File: src/rtl/expr_sig_collector_if.sv
// rtl/expr_sig_collector_if.sv - result-vector handshake bus into the signature collector
//
// Ports (signals):
//   y_valid  upstream result valid
//   y_ready  collector accepts y this cycle
//   y        packed expression result, Y_W bits (y0 in MSBs)
// Modports: master drives y_valid/y, slave drives y_ready.

interface expr_sig_collector_if #(
    parameter int Y_W = 90
);
    logic           y_valid;
    logic           y_ready;
    logic [Y_W-1:0] y;

    modport master (output y_valid, output y, input y_ready);
    modport slave  (input y_valid, input y, output y_ready);
endinterface

File: src/rtl/expr_sig_collector.sv
// rtl/expr_sig_collector.sv - MISR signature collector with golden compare for expression results
//
// Ports:
//   clk, rst_n           clock, asynchronous active-low reset
//   start                begin a run (sampled only in IDLE or DONE)
//   num_vec, golden      run length and expected signature, latched with start
//   yb                   slave side of the y_valid/y_ready/y handshake
//   busy                 high in RUN and CHECK
//   done                 one-cycle pulse when a run finishes
//   pass                 signature == golden, valid from done until next start
//   signature            current MISR value
//   vec_count            vectors absorbed in the current run
//   field_toggled        (only with EXPR_SIG_FIELD_COV_EN) sticky per-field change flags
//
// Optional feature macro: EXPR_SIG_FIELD_COV_EN

module expr_sig_collector #(
    parameter int          Y_W   = 90,
    parameter int          CNT_W = 16,
    parameter logic [31:0] SEED  = 32'hFFFF_FFFF,
    parameter logic [31:0] POLY  = 32'h0040_0007
) (
    input  logic              clk,
    input  logic              rst_n,
    input  logic              start,
    input  logic [CNT_W-1:0]  num_vec,
    input  logic [31:0]       golden,
    expr_sig_collector_if.slave yb,
    output logic              busy,
    output logic              done,
    output logic              pass,
    output logic [31:0]       signature,
    output logic [CNT_W-1:0]  vec_count
`ifdef EXPR_SIG_FIELD_COV_EN
    ,
    output logic [17:0]       field_toggled
`endif
);

    localparam logic [1:0] S_IDLE  = 2'd0;
    localparam logic [1:0] S_RUN   = 2'd1;
    localparam logic [1:0] S_CHECK = 2'd2;
    localparam logic [1:0] S_DONE  = 2'd3;

    // Fold works on three 32-bit words; bits above Y_W read as zero.
    localparam int PAD_W = 96;

    logic [1:0]       state;
    logic [31:0]      golden_q;
    logic [CNT_W-1:0] num_q;
    logic [PAD_W-1:0] y_pad;
    logic [31:0]      fold_y;
    logic [31:0]      sig_next;
    logic [CNT_W-1:0] cnt_next;
    logic             xfer;

    assign yb.y_ready = (state == S_RUN);
    assign busy       = (state == S_RUN) || (state == S_CHECK);
    assign xfer       = yb.y_valid && (state == S_RUN);

    assign y_pad    = {{(PAD_W-Y_W){1'b0}}, yb.y};
    assign fold_y   = y_pad[31:0] ^ y_pad[63:32] ^ y_pad[95:64];
    assign sig_next = {signature[30:0], 1'b0} ^ (signature[31] ? POLY : 32'h0) ^ fold_y;
    assign cnt_next = vec_count + {{(CNT_W-1){1'b0}}, 1'b1};

    always_ff @(posedge clk or negedge rst_n) begin
        if (!rst_n) begin
            state     <= S_IDLE;
            signature <= SEED;
            vec_count <= '0;
            done      <= 1'b0;
            pass      <= 1'b0;
            golden_q  <= '0;
            num_q     <= '0;
        end else begin
            done <= 1'b0;
            case (state)
                S_IDLE, S_DONE: begin
                    if (start) begin
                        signature <= SEED;
                        vec_count <= '0;
                        num_q     <= num_vec;
                        golden_q  <= golden;
                        pass      <= 1'b0;
                        state     <= (num_vec == '0) ? S_CHECK : S_RUN;
                    end
                end
                S_RUN: begin
                    if (xfer) begin
                        signature <= sig_next;
                        vec_count <= cnt_next;
                        // vec_count stops exactly at num_q, so it cannot wrap.
                        if (cnt_next == num_q) begin
                            state <= S_CHECK;
                        end
                    end
                end
                default: begin
                    pass  <= (signature == golden_q);
                    done  <= 1'b1;
                    state <= S_DONE;
                end
            endcase
        end
    end

`ifdef EXPR_SIG_FIELD_COV_EN
    // Field k occupies a slice counted down from the MSB; widths repeat 4,5,6.
    function automatic logic [Y_W-1:0] field_mask(input int k);
        int               w;
        int               off;
        logic [Y_W-1:0]   m;
        w   = (k % 3 == 0) ? 4 : ((k % 3 == 1) ? 5 : 6);
        off = (k / 3) * 15 + ((k % 3 == 0) ? 0 : ((k % 3 == 1) ? 4 : 9));
        m   = '0;
        m[0] = 1'b1;
        m   = ((m << w) - 1'b1) << (Y_W - off - w);
        return m;
    endfunction

    logic [Y_W-1:0] prev_y;
    logic           have_prev;
    logic [17:0]    field_diff;

    always_comb begin
        field_diff = '0;
        for (int k = 0; k < 18; k++) begin
            field_diff[k] = |((yb.y ^ prev_y) & field_mask(k));
        end
    end

    always_ff @(posedge clk or negedge rst_n) begin
        if (!rst_n) begin
            prev_y        <= '0;
            have_prev     <= 1'b0;
            field_toggled <= '0;
        end else if ((state == S_IDLE || state == S_DONE) && start) begin
            have_prev     <= 1'b0;
            field_toggled <= '0;
        end else if (xfer) begin
            prev_y    <= yb.y;
            have_prev <= 1'b1;
            // The first vector of a run has nothing to compare against.
            if (have_prev) begin
                field_toggled <= field_toggled | field_diff;
            end
        end
    end
`endif

endmodule

File: src/flat_wrapper.sv
// flat-port wrapper written by rule: the top's interface ports become plain ports
module expr_sig_collector_flat 
#(
    parameter int          Y_W   = 90,
    parameter int          CNT_W = 16,
    parameter logic [31:0] SEED  = 32'hFFFF_FFFF,
    parameter logic [31:0] POLY  = 32'h0040_0007
)
  (clk, rst_n, start, num_vec, golden, busy, done, pass, signature, vec_count, yb_y_valid, yb_y, yb_y_ready);
  expr_sig_collector_if #(.Y_W(Y_W)) yb_i ();
  input  logic clk;
  input  logic rst_n;
  input  logic start;
  input  logic [CNT_W-1:0] num_vec;
  input  logic [31:0] golden;
  output logic busy;
  output logic done;
  output logic pass;
  output logic [31:0] signature;
  output logic [CNT_W-1:0] vec_count;
  input wire logic [$bits(yb_i.y_valid)-1:0] yb_y_valid;
  input wire logic [$bits(yb_i.y)-1:0] yb_y;
  output wire logic [$bits(yb_i.y_ready)-1:0] yb_y_ready;
  assign yb_i.y_valid = yb_y_valid;
  assign yb_i.y = yb_y;
  assign yb_y_ready = yb_i.y_ready;
  expr_sig_collector #(.Y_W(Y_W), .CNT_W(CNT_W), .SEED(SEED), .POLY(POLY)) u_core (.clk(clk), .rst_n(rst_n), .start(start), .num_vec(num_vec), .golden(golden), .yb(yb_i), .busy(busy), .done(done), .pass(pass), .signature(signature), .vec_count(vec_count));
endmodule
File: config.mk
export PLATFORM = sky130hd
export DESIGN_NAME = expr_sig_collector_flat
export DESIGN_NICKNAME = d
export VERILOG_FILES = /design/src/rtl/expr_sig_collector_if.sv /design/src/rtl/expr_sig_collector.sv /design/src/flat_wrapper.sv
export SDC_FILE = /design/constraint.sdc
export NUM_CORES = 1
export LEC_CHECK = 0
export ABC_CLOCK_PERIOD_IN_PS = 6600
export CAP_MARGIN = 15
export CORE_MARGIN = 2
export CORE_UTILIZATION = 30
export CTS_CLUSTER_DIAMETER = 200
export DETAILED_ROUTE_END_ITERATION = 7
export SLEW_MARGIN = 20
export SYNTH_ARGS = -nofsm -noshare
export SYNTH_HDL_FRONTEND = slang
export SYNTH_SLANG_ARGS = --single-unit
export TNS_END_PERCENT = 5
File: constraint.sdc
create_clock -name clk -period 6.6 [get_ports clk]
set_input_delay 1.32 -clock clk [delete_from_list [all_inputs] [get_ports clk]]
set_output_delay 1.32 -clock clk [all_outputs]
set_load 0.1 [all_outputs]
Yosys cells after proc, flatten, opt, wreduce, memory -nomap -nowiden
Index checks and enable logic that the tools add are counted.
- word-level logic and storage cells: 47
- flip-flop bits (word level): 100
- input port bits: 142
- output and inout bits: 52
- add/sub/neg operators: 1
- eq/ne operators: 8
- multiplexer cells: 15
- reduce and logical (&&, ||, !) cells: 11
- bitwise logic cells: 5
- operators with widths (operator ; count):
    $xor A32 B32 Y32 ; 3
    $mux W32 ; 2
    $pmux W32 S2 ; 1
    $eq A32 B32 Y1 ; 1
    $mux W16 ; 2
    $pmux W16 S2 ; 1
    $xor A32 B26 Y32 ; 1
    $mux W23 ; 1
    $add A16 B1 Y16 const B ; 1
    $eq A16 B16 Y1 ; 1
    $logic_not A16 Y1 ; 1
    $mux W2 ; 4
    $reduce_and A3 Y1 ; 2
    $eq A2 B2 Y1 const B ; 2
    $ne A2 B1 Y1 const B ; 2
    $pmux W2 S2 ; 1
    $reduce_and A2 Y1 ; 2
    $reduce_or A3 Y1 ; 1
    $eq A2 B1 Y1 const B ; 1
    $logic_not A2 Y1 ; 1
    $mux W1 ; 2
    $ne A2 B2 Y1 const B ; 1
    $pmux W1 S2 ; 1
    $reduce_bool A2 Y1 ; 1
    other kinds (4) ; 4

Depth between registers and ports, before layout
- depth in word-level cells: 5
- depth in mapped cells: 9
- mapped depth without buffers: 8

Least setup slack after synthesis
Ideal clock, no wire load.
- kind: register -> register
- start point: register u_core.vec_count[7]
- end point: register u_core.state[0]
- path buffers: 2
- clock period less this slack: 3.186 ns
- path slack: 3.414 ns
- arrival time: 3.100 ns
- setup time: 0.086 ns
- cell stages (with the launch flop): 10
- data required time: 6.514 ns
- cell sequence: dfrtp_1 -> buf_2 -> nand4_4 -> or4_1 -> buf_2 -> or4_4 -> o211ai_2 -> a21oi_2 -> o311a_1 -> nor3_1
- word-level cells in the longest chain between the ends: 4
- RTL lines (what ; line ; RTL):
    start: declaration ; expr_sig_collector.sv:33 ; output logic [CNT_W-1:0] vec_count
    start signal: assignment ; expr_sig_collector.sv:91 ; vec_count <= cnt_next;
    $add A16 B1 Y16 ; expr_sig_collector.sv:64 ; assign cnt_next = vec_count + {{(CNT_W-1){1'b0}}, 1'b1};
    $eq A16 B16 Y1 ; expr_sig_collector.sv:93 ; if (cnt_next == num_q) begin
    $ne A2 B1 Y1 (no line) ; n/a ;
    $reduce_and A3 Y1 (no line) ; n/a ;
    end signal: assignment ; expr_sig_collector.sv:85 ; state <= (num_vec == '0) ? S_CHECK : S_RUN;
    end: declaration ; expr_sig_collector.sv:48 ; logic [1:0] state;
Every way passes these cells.
A chain may end at the register's enable or synchronous reset.

Worst setup path in the final report
- start point: register u_core.state[0]
- end point: output busy
- word-level cells in the longest chain between the ends: 2
- elaborated cells between the ends (all ways): 3
- those cells by class: eq/ne (2); reduce/logical (1)
- RTL lines (what ; line ; RTL):
    $eq A2 B1 Y1 / $eq A2 B2 Y1 (equally long branches) ; expr_sig_collector.sv:58 ; assign busy = (state == S_RUN) || (state == S_CHECK);
    $logic_or A1 B1 Y1 * ; expr_sig_collector.sv:58 ;
    end: declaration ; flat_wrapper.sv:16 ; output logic busy;
Every way passes the cells marked *; elsewhere a longest branch is shown, timed or not.

==> results.toml <==
[yosys]
ys.flop_type = "dfrtp_1"
synthCells = 543
yosys.area.top_type = "dfrtp_1"
synth_edf_count = 0
synth.top_cells.by_area = "dfrtp_1 (30%), dfstp_2 (15%), xor2_1 (12%)"
synthArstFlopShare_pct = 100
yosys_warnings = 0
ys_seq_area_share_pct = 44.9
yosysMostFrequentCell = "xor2_1"
netlist_area_sq_um = 5660
ys_ff_latch = 100
synthTopCellsByCount = "xor2_1 (78), xnor2_1 (69), dfrtp_1 (68)"
ys_types = 44
synthesis.nets = 688
synth_top_area_share_pct = 30.1
avgSynthCellArea_sq_um = 10.4

[clocking]
ctsHtreeMaxLevel = 3
cts_hold_buffers = 0
cts-resized-gates = 0
clock_latency_ns = 0.35
cts_setup_buffers = 0
cts_tree = "built"
numCtsBuffers = 9
cts_buffer_depth = 2
cts-root-buf = "clkbuf_16"
cts.sinks = 100
clk_pin_slew_ns = 0.07

[place]
hpwl_microns = 12200
io_buffer_count = 193
dp_cells = 950
preCtsSetupSlack_ns = 3.03
place_congestion = 0.864

[pwr]
p_leak_nw = 3.09
irDropWorstVdd_uv = 327
power.density_nw_per_um2 = 456

[sta]
worstMarginPinSlew_ns = 1.00
fmax_mhz = 263
relSlewSlack_pct = 32.9
skew_ns = 0.00543
rsz0062_at_grt = "false"
fin_crit_sh_pct = 57.5
worst_slack_ns = 2.80
finalHoldViolCount = 0
finalMaxSlewViolations = 0
finalSetupTns_ns = 0
min_period_ns = 3.80
setup_viol = 0

[setup_path]
cp_num_buf_inv = 3
cp_slowest_cell = "clkdlybuf4s50_1"
path_delay_family = "buffers and inverters"
required_ns = 5.28
path_class = "register to output pin"
end_kind = "output pin"
cpMostUsedCell = "inv_1"
cp.arrival_ns = 2.48
path_cells = "inv_1 -> ha_1 -> inv_1 -> clkdlybuf4s50_1"
critPathMaxFanout = 6
startpoint_type = "register"
slowest_delay_ns = 1.15

[worst_hold_path]
hold_path_class = "register to register"

[die]
die_h_microns = 141
initial_core_util_pct = 30.5
placementRows = 50
die_width_microns = 141
ios = 194
die-area_sq_um = 20000
core_area_sq_um = 18600

[final_layout]
instances_no_fill = 966
antennaDiodeCount = 0
syn_to_final_growth_pct = 43.2
nets = 872
layout-drive-gt1-share_pct = 14.9

[routing]
ant_nets = 0
wl_microns = 16100
drt_iter0_markers = 284
drt-pass1-iter-count = 5
via_per_inst = 4.80
vias = 4639
drc = 0
wire_per_inst_microns = 16.7

[global_route]
grt_use_total_pct = 16.6
antenna_found_initial = 0
first_global_vias = 4805
grt_max_degree = 62
grt-ovfl-total = 0
grt_pass1_wl_microns = 25800

[outcome]
outcome = "complete, no violations"

[run]
max_cap_viol_count = 0
==> cell usage in the layout (no fill, tap or decap), types with 3 or more instances in the layout <==
cell type,instances
clkdlybuf4s50_1,192
nor3b_1,3
a21oi_1,36
inv_1,8
ha_1,3
dfstp_2,32
nor3_1,9
nor4_1,14
nand2_1,33
nor2_1,42
o211ai_1,3
inv_6,3
nand3_1,11
clkbuf_16,9
buf_4,4
mux2_2,48
nand4_1,9
o21ai_0,28
dfrtp_1,68
xor2_1,78
xnor2_1,69
==> path summary, 6_finish.rpt <==
| check | start | to | slack [ns] | depth (start not counted) |
|---|---|---|---|---|
| max in group asynchronous | rst_n | u_core.golden_q[0] | 4.50 | 2 |
| worst max register to register | u_core.vec_count[0] | u_core.state[0] | 3.71 | 8 |
| worst max-delay path | u_core.state[0] | busy | 2.80 | 4 |
| worst min register to register | u_core.golden_q[15] | u_core.golden_q[15] | 0.53 | 1 |
| worst min-delay path | u_core.golden_q[15] | u_core.golden_q[15] | 0.53 | 1 |
| min in group asynchronous | rst_n | u_core.num_q[4] | 0.94 | 1 |
==> layout make-up <==
cell class	instances	area, sq um
tap	234	293
multi-input combinational	412	3000
clock inverter	6	55.1
timing repair buffer	196	1950
clock buffer	10	239
inverter	8	30.0
fill	1777	10500
sequential	100	2540
==> kinds of logic after synthesis <==
logic type | Yosys count | share of synthesized area (%)
fa+ha+maj | 3 | 0.663
xor+xnor | 147 | 22.7
mux | 48 | 9.55
simple gates | 132 | 11.5
compound gates | 82 | 8.36
buf+inv | 31 | 2.23
flops | 100 | 44.9
==> routing by layer <==
layer | global-route usage, % | wire length (microns)
met4 | 4.11 | 257
met3 | 5.47 | 1240
met1 | 21.1 | 6830
met2 | 27.5 | 7790
met5 | 0 | 0
==> registers in the layout, summed over array words and instances, names as in the netlist <==
signal / flops
u_core.state: 2
u_core.vec_count: 16
u_core.done: 1
u_core.num_q: 16
u_core.signature: 32
u_core.golden_q: 32
u_core.pass: 1
==> metrics by stage <==
stage,total power [W],area [sq um],utilization (%),hold slack [ns]
2_1_floorplan,0.00264,5660,-,0.500
3_3_place_gp,0.00317,7810,42.0,0.509
3_5_place_dp,0.00320,7810,42.0,0.515
4_1_cts,0.00375,8110,43.6,0.533
5_1_grt,0.00393,8110,43.6,0.540
6_report,0.00370,8110,43.6,0.526
==> power breakdown <==
part | switching [W] | internal [W] | leakage (nW)
Clock | 0.000252 | 0.000274 | 0.146
Combinational | 0.00126 | 0.000733 | 1.77
Sequential | 0.000261 | 0.000916 | 1.17
Total | 0.00177 | 0.00192 | 3.09
(Power assumes the default switching activity.)
==> variant 1: new RTL, config.mk and constraints unchanged <==
Register the output `vec_count` once more, without a reset; this adds one clock of latency there. The other outputs are not delayed to match.
--- a/src/rtl/expr_sig_collector.sv
+++ b/src/rtl/expr_sig_collector.sv
@@ -46,4 +46,6 @@
     localparam int PAD_W = 96;
 
+    logic [CNT_W-1:0] vec_count_s0;
+
     logic [1:0]       state;
     logic [31:0]      golden_q;
@@ -62,5 +64,5 @@
     assign fold_y   = y_pad[31:0] ^ y_pad[63:32] ^ y_pad[95:64];
     assign sig_next = {signature[30:0], 1'b0} ^ (signature[31] ? POLY : 32'h0) ^ fold_y;
-    assign cnt_next = vec_count + {{(CNT_W-1){1'b0}}, 1'b1};
+    assign cnt_next = vec_count_s0 + {{(CNT_W-1){1'b0}}, 1'b1};
 
     always_ff @(posedge clk or negedge rst_n) begin
@@ -68,5 +70,5 @@
             state     <= S_IDLE;
             signature <= SEED;
-            vec_count <= '0;
+            vec_count_s0 <= '0;
             done      <= 1'b0;
             pass      <= 1'b0;
@@ -79,5 +81,5 @@
                     if (start) begin
                         signature <= SEED;
-                        vec_count <= '0;
+                        vec_count_s0 <= '0;
                         num_q     <= num_vec;
                         golden_q  <= golden;
@@ -89,5 +91,5 @@
                     if (xfer) begin
                         signature <= sig_next;
-                        vec_count <= cnt_next;
+                        vec_count_s0 <= cnt_next;
                         // vec_count stops exactly at num_q, so it cannot wrap.
                         if (cnt_next == num_q) begin
@@ -149,4 +151,8 @@
 `endif
 
+    always_ff @(posedge clk) begin
+        vec_count <= vec_count_s0;
+    end
+
 endmodule
 
Function: changed (Yosys sat finds a counterexample within 4 cycles, from zero or initial values and one cycle with rst_n low).
==> variant 1 against the unedited design <==
Sequential share of layout area increased by 0.82 points. Sequential cell count increased by 16. Wire length grew 8.2%. Synthesized area increased by 6.9%. Total power grew 15%. Maximum frequency is 0.83% lower. Clock power is 94% higher. Worst setup slack worse by 0.032 ns. Cell area grew 9.7%. Global-route usage grew 0.46 points. Utilization is 1.6 points higher. First-iteration DRC count up 16%.
==> variant 1: results (changes against the unedited design) <==
----------------------------------------------------
[Cells and area]
  Fillers ... 1824 (was 1777)
  Layout net count ... 883 (was 872)
  Share of final-layout standard cells stronger than drive strength 1 ... 0.180 (was 0.149)

[Worst setup path]
  Worst path top cell family by delay ... buffers and inverters (unchanged)
  Worst reg-to-reg setup slack ... 3.87 ns (was 3.71 ns)
  Start of the worst register-to-register path ... u_core.vec_count_s0[0] (was u_core.vec_count[0])
  Register-to-Register Path Depth ... 8 (unchanged)
  Arrival time at the worst endpoint ... 2.51 ns (was 2.48 ns)

[Timing]
  Clock Skew ... 0.00796 ns (was 0.00543 ns)
  Slew at the pin closest to its max-slew limit ... 1.07 ns (was 1.00 ns)

[Clock network]
  CTS H-tree lvls ... 4 (was 3)
  Worst-skew pair later-pin latency ... 0.41 ns (was 0.35 ns)
  CTS buffer count ... 17 (was 9)
  Clock slew at reported path FFs ... 0.05 ns (was 0.07 ns)

[Logic synthesis]
  Distinct cell type count after synthesis ... 51 (was 44)
  Compound-gate portion of the synthesized area ... 0.0858 (was 0.0836)
  Synth top cells by count ... sky130_fd_sc_hd__xnor2_1 (81), sky130_fd_sc_hd__dfrtp_1 (68), sky130_fd_sc_hd__xor2_1 (62) (was sky130_fd_sc_hd__xor2_1 (78), sky130_fd_sc_hd__xnor2_1 (69), sky130_fd_sc_hd__dfrtp_1 (68))
  Post-synthesis adder-cell area fraction ... 0.00620 (was 0.00663)
  Area share of xor/xnor cells in the synthesized design ... 0.210 (was 0.227)
  Portion of the post-synthesis area used by sequential elements ... 0.473 (was 0.449)
  Warning count from the yosys run ... 0 (unchanged)
  Multiplexer fraction of the synthesized cell area ... 0.0935 (was 0.0955)

[Global route]
  Largest net degree at the start of global routing ... 70 (was 62)
  Total routing resource utilization after global routing ... 0.171 (was 0.166)
  Global-route wire length before repair ... 28400 µm (was 25800 µm)
  Via count of the first global-routing pass ... 5214 (was 4805)

[Route]
  First-iteration detailed-routing DRC count ... 330 (was 284)
  Antenna Nets Post-Route ... 0 (unchanged)
  Wirelength, routed ... 17400 µm (was 16100 µm)
  Total number of vias ... 4796 (was 4639)

[Status]
  Result of the run ... finished, final reports clean (unchanged)

[Place]
  Placed Area ... 8230 µm² (was 7810 µm²)
  Final Wtd Congestion ... 0.858 (was 0.864)
  Placed wire-length estimate ... 13000 µm (was 12200 µm)

[Min path]
  Hold Crit Depth ... 0 (was 1)
  Endpoint of the worst hold path ... u_core.vec_count[15] (was u_core.golden_q[15])
  Startpoint of the worst hold path ... u_core.vec_count_s0[15] (was u_core.golden_q[15])

----------------------------------------------------
-- variant 1: cell types whose count changed in the layout (fill, tap and decap cells not counted), sizes merged, moves of 6 or more --
cell / before / now
clkbuf: 10 / 25
dfxtp: 0 / 16
inv: 12 / 4
nand2: 34 / 28
xnor2: 69 / 81
xor2: 78 / 63
-- variant 1: metrics by stage --
| step | hold slack (ns) | worst slack (ns) | total power [mW] | cells | util |
|---|---|---|---|---|---|
| CTS | 0.457 | 2.75 | 4.32 | 1016 | 0.453 |
| floorplan | 0.345 | 3.89 | 2.71 | 547 | - |
| global placement | 0.434 | 3.23 | 3.23 | 984 | 0.419 |
| detailed placement | 0.427 | 3.10 | 3.26 | 984 | 0.419 |
| global route | 0.476 | 2.65 | 4.50 | 1016 | 0.453 |
| finish | 0.450 | 2.77 | 4.27 | 1016 | 0.453 |
-- variant 1: layout make-up --
cell class,instances,share of cell area
clock buffers,25,0.0591
clock inverters,7,0.0159
inverters,4,0.00169
multi-input cells,403,0.345
flip-flops and latches,116,0.322
well taps,265,0.0373
repair buffers,196,0.219
-- variant 1: cells by family after synthesis --
family	Yosys count
AO/OA/AOI/OAI	84
XOR/XNOR	144
adder cells (fa/ha/maj)	3
buffers and inverters	28
flip-flops	116
multiplexers	50
AND/OR/NAND/NOR	122
-- variant 1: routing by layer --
layer	GRT usage	up-vias	routed length [µm]
li1	-	2268	-
met1	0.204	2290	7080
met2	0.290	212	8670
met3	0.0656	26	1430
met4	0.0447	0	265
met5	0	-	0
-- variant 1: power breakdown --
group | internal [mW] | total [mW] | switching, mW
clock | 0.703 | 1.02 | 0.320
combinational | 0.758 | 1.99 | 1.23
sequential | 1.00 | 1.26 | 0.253
==> variant 2: new RTL, config.mk and constraints unchanged <==
Without the edit above. `CNT_W` is set to 16 in 2 places; all go to 18.
--- a/src/rtl/expr_sig_collector.sv
+++ b/src/rtl/expr_sig_collector.sv
@@ -17,5 +17,5 @@
 module expr_sig_collector #(
     parameter int          Y_W   = 90,
-    parameter int          CNT_W = 16,
+    parameter int          CNT_W = 18,
     parameter logic [31:0] SEED  = 32'hFFFF_FFFF,
     parameter logic [31:0] POLY  = 32'h0040_0007
--- a/src/flat_wrapper.sv
+++ b/src/flat_wrapper.sv
@@ -3,5 +3,5 @@
 #(
     parameter int          Y_W   = 90,
-    parameter int          CNT_W = 16,
+    parameter int          CNT_W = 18,
     parameter logic [31:0] SEED  = 32'hFFFF_FFFF,
     parameter logic [31:0] POLY  = 32'h0040_0007
Interface: changed (resized num_vec and vec_count); port bits go from 194 to 198. The function was not compared with the original's and may differ.
==> variant 2 against the unedited design <==
Clock power rose by 0.8%. Synthesized area grew 5.5%. Sequential cell count rose by 4. Non-clock buffer count increased by 4. Wire length up 6.1%. Worst setup slack got worse by 0.14 ns. Synthesized cell count is 5.0% higher. Cell area up 4.6%. Total power grew 0.69%. Critical endpoint is now yb_y_ready. Die area increased by 5.3%. Worst hold slack improved by 0.00089 ns. Highest routed layer unchanged.
==> variant 2: results (changes against the unedited design) <==
----------------------------------------------------
[Place]
  Total instance count after detailed placement ... 1008 (was 950)
  Placed Area ... 8190 µm² (was 7810 µm²)
  PortBufs ... 197 (was 193)

[Logic synthesis]
  Synth top area cells ... sky130_fd_sc_hd__dfrtp_1 (30%), sky130_fd_sc_hd__dfstp_2 (14%), sky130_fd_sc_hd__xor2_1 (12%) (was sky130_fd_sc_hd__dfrtp_1 (30%), sky130_fd_sc_hd__dfstp_2 (15%), sky130_fd_sc_hd__xor2_1 (12%))
  Post-synthesis adder-cell area fraction ... 0.00629 (was 0.00663)
  Synthesized Nets ... 717 (was 688)
  Portion of the post-synthesis area used by sequential elements ... 0.442 (was 0.449)
  Area share of xor/xnor cells in the synthesized design ... 0.211 (was 0.227)
  Post-synthesis area per instance ... 10.5 µm² (was 10.4 µm²)
  Distinct cell type count after synthesis ... 53 (was 44)
  Synth top cells by count ... sky130_fd_sc_hd__xor2_1 (80), sky130_fd_sc_hd__dfrtp_1 (72), sky130_fd_sc_hd__xnor2_1 (64) (was sky130_fd_sc_hd__xor2_1 (78), sky130_fd_sc_hd__xnor2_1 (69), sky130_fd_sc_hd__dfrtp_1 (68))
  Compound-gate portion of the synthesized area ... 0.0941 (was 0.0836)
  Multiplexer fraction of the synthesized cell area ... 0.0995 (was 0.0955)

[Cells and area]
  Area of the multi-input gates ... 3200 µm² (was 3000 µm²)
  Layout net count ... 901 (was 872)
  Non-Clock Inverter Count ... 6 (was 8)
  Final-layout clock buffer total ... 9 (was 10)
  Clock tree cell share of total cell area ... 0.0339 (was 0.0363)
  Share of final-layout standard cells stronger than drive strength 1 ... 0.154 (was 0.149)
  Sequential Area ... 2640 µm² (was 2540 µm²)
  Count of multi-input combinational gates ... 433 (was 412)

[Global route]
  Total routing resource utilization after global routing ... 0.166 (about the same)
  Routing usage on met3 ... 0.0500 (was 0.0547)
  Largest net degree at the start of global routing ... 65 (was 62)

[Route]
  Total iterations of the first detailed-routing run ... 4 (was 5)
  Average wire per standard cell ... 16.7 µm (about the same)
  Average via count per standard cell ... 4.71 (was 4.80)
  Sum of routed wire segments on met1 ... 7320 µm (was 6830 µm)
  First-iteration detailed-routing DRC count ... 210 (was 284)
  Met2 Routed Length ... 8310 µm (was 7790 µm)
  Wirelength, routed ... 17100 µm (was 16100 µm)

[Status]
  Result of the run ... finished, final reports clean (unchanged)

[Worst setup path]
  Worst-path fanout max ... 18 (was 6)

[Clock network]
  Sinks on Clock Net ... 104 (was 100)

[Die]
  Die Span X ... 145 µm (was 141 µm)

[Pwr]
  Worst VDD drop ... 0.271 mV (was 0.327 mV)

----------------------------------------------------
## variant 2: power by group
| part | leakage (nW) | switching [mW] | internal [mW] |
|---|---|---|---|
| registers | 1.22 | 0.245 | 0.929 |
| logic | 1.83 | 1.26 | 0.758 |
| clock network | 0.139 | 0.265 | 0.264 |
## variant 2: final timing paths
| kind | start | endpoint | slack, ns | depth (start not counted) |
|---|---|---|---|---|
| worst max-delay path | u_core.state[1] | yb_y_ready | 2.67 | 3 |
| worst min-delay path | u_core.num_q[16] | u_core.num_q[16] | 0.53 | 1 |
| worst max register to register | u_core.vec_count[0] | u_core.state[0] | 3.82 | 8 |
| worst min register to register | u_core.num_q[16] | u_core.num_q[16] | 0.53 | 1 |
| max in group asynchronous | rst_n | u_core.golden_q[21] | 4.43 | 2 |
| min in group asynchronous | rst_n | u_core.golden_q[0] | 0.93 | 1 |
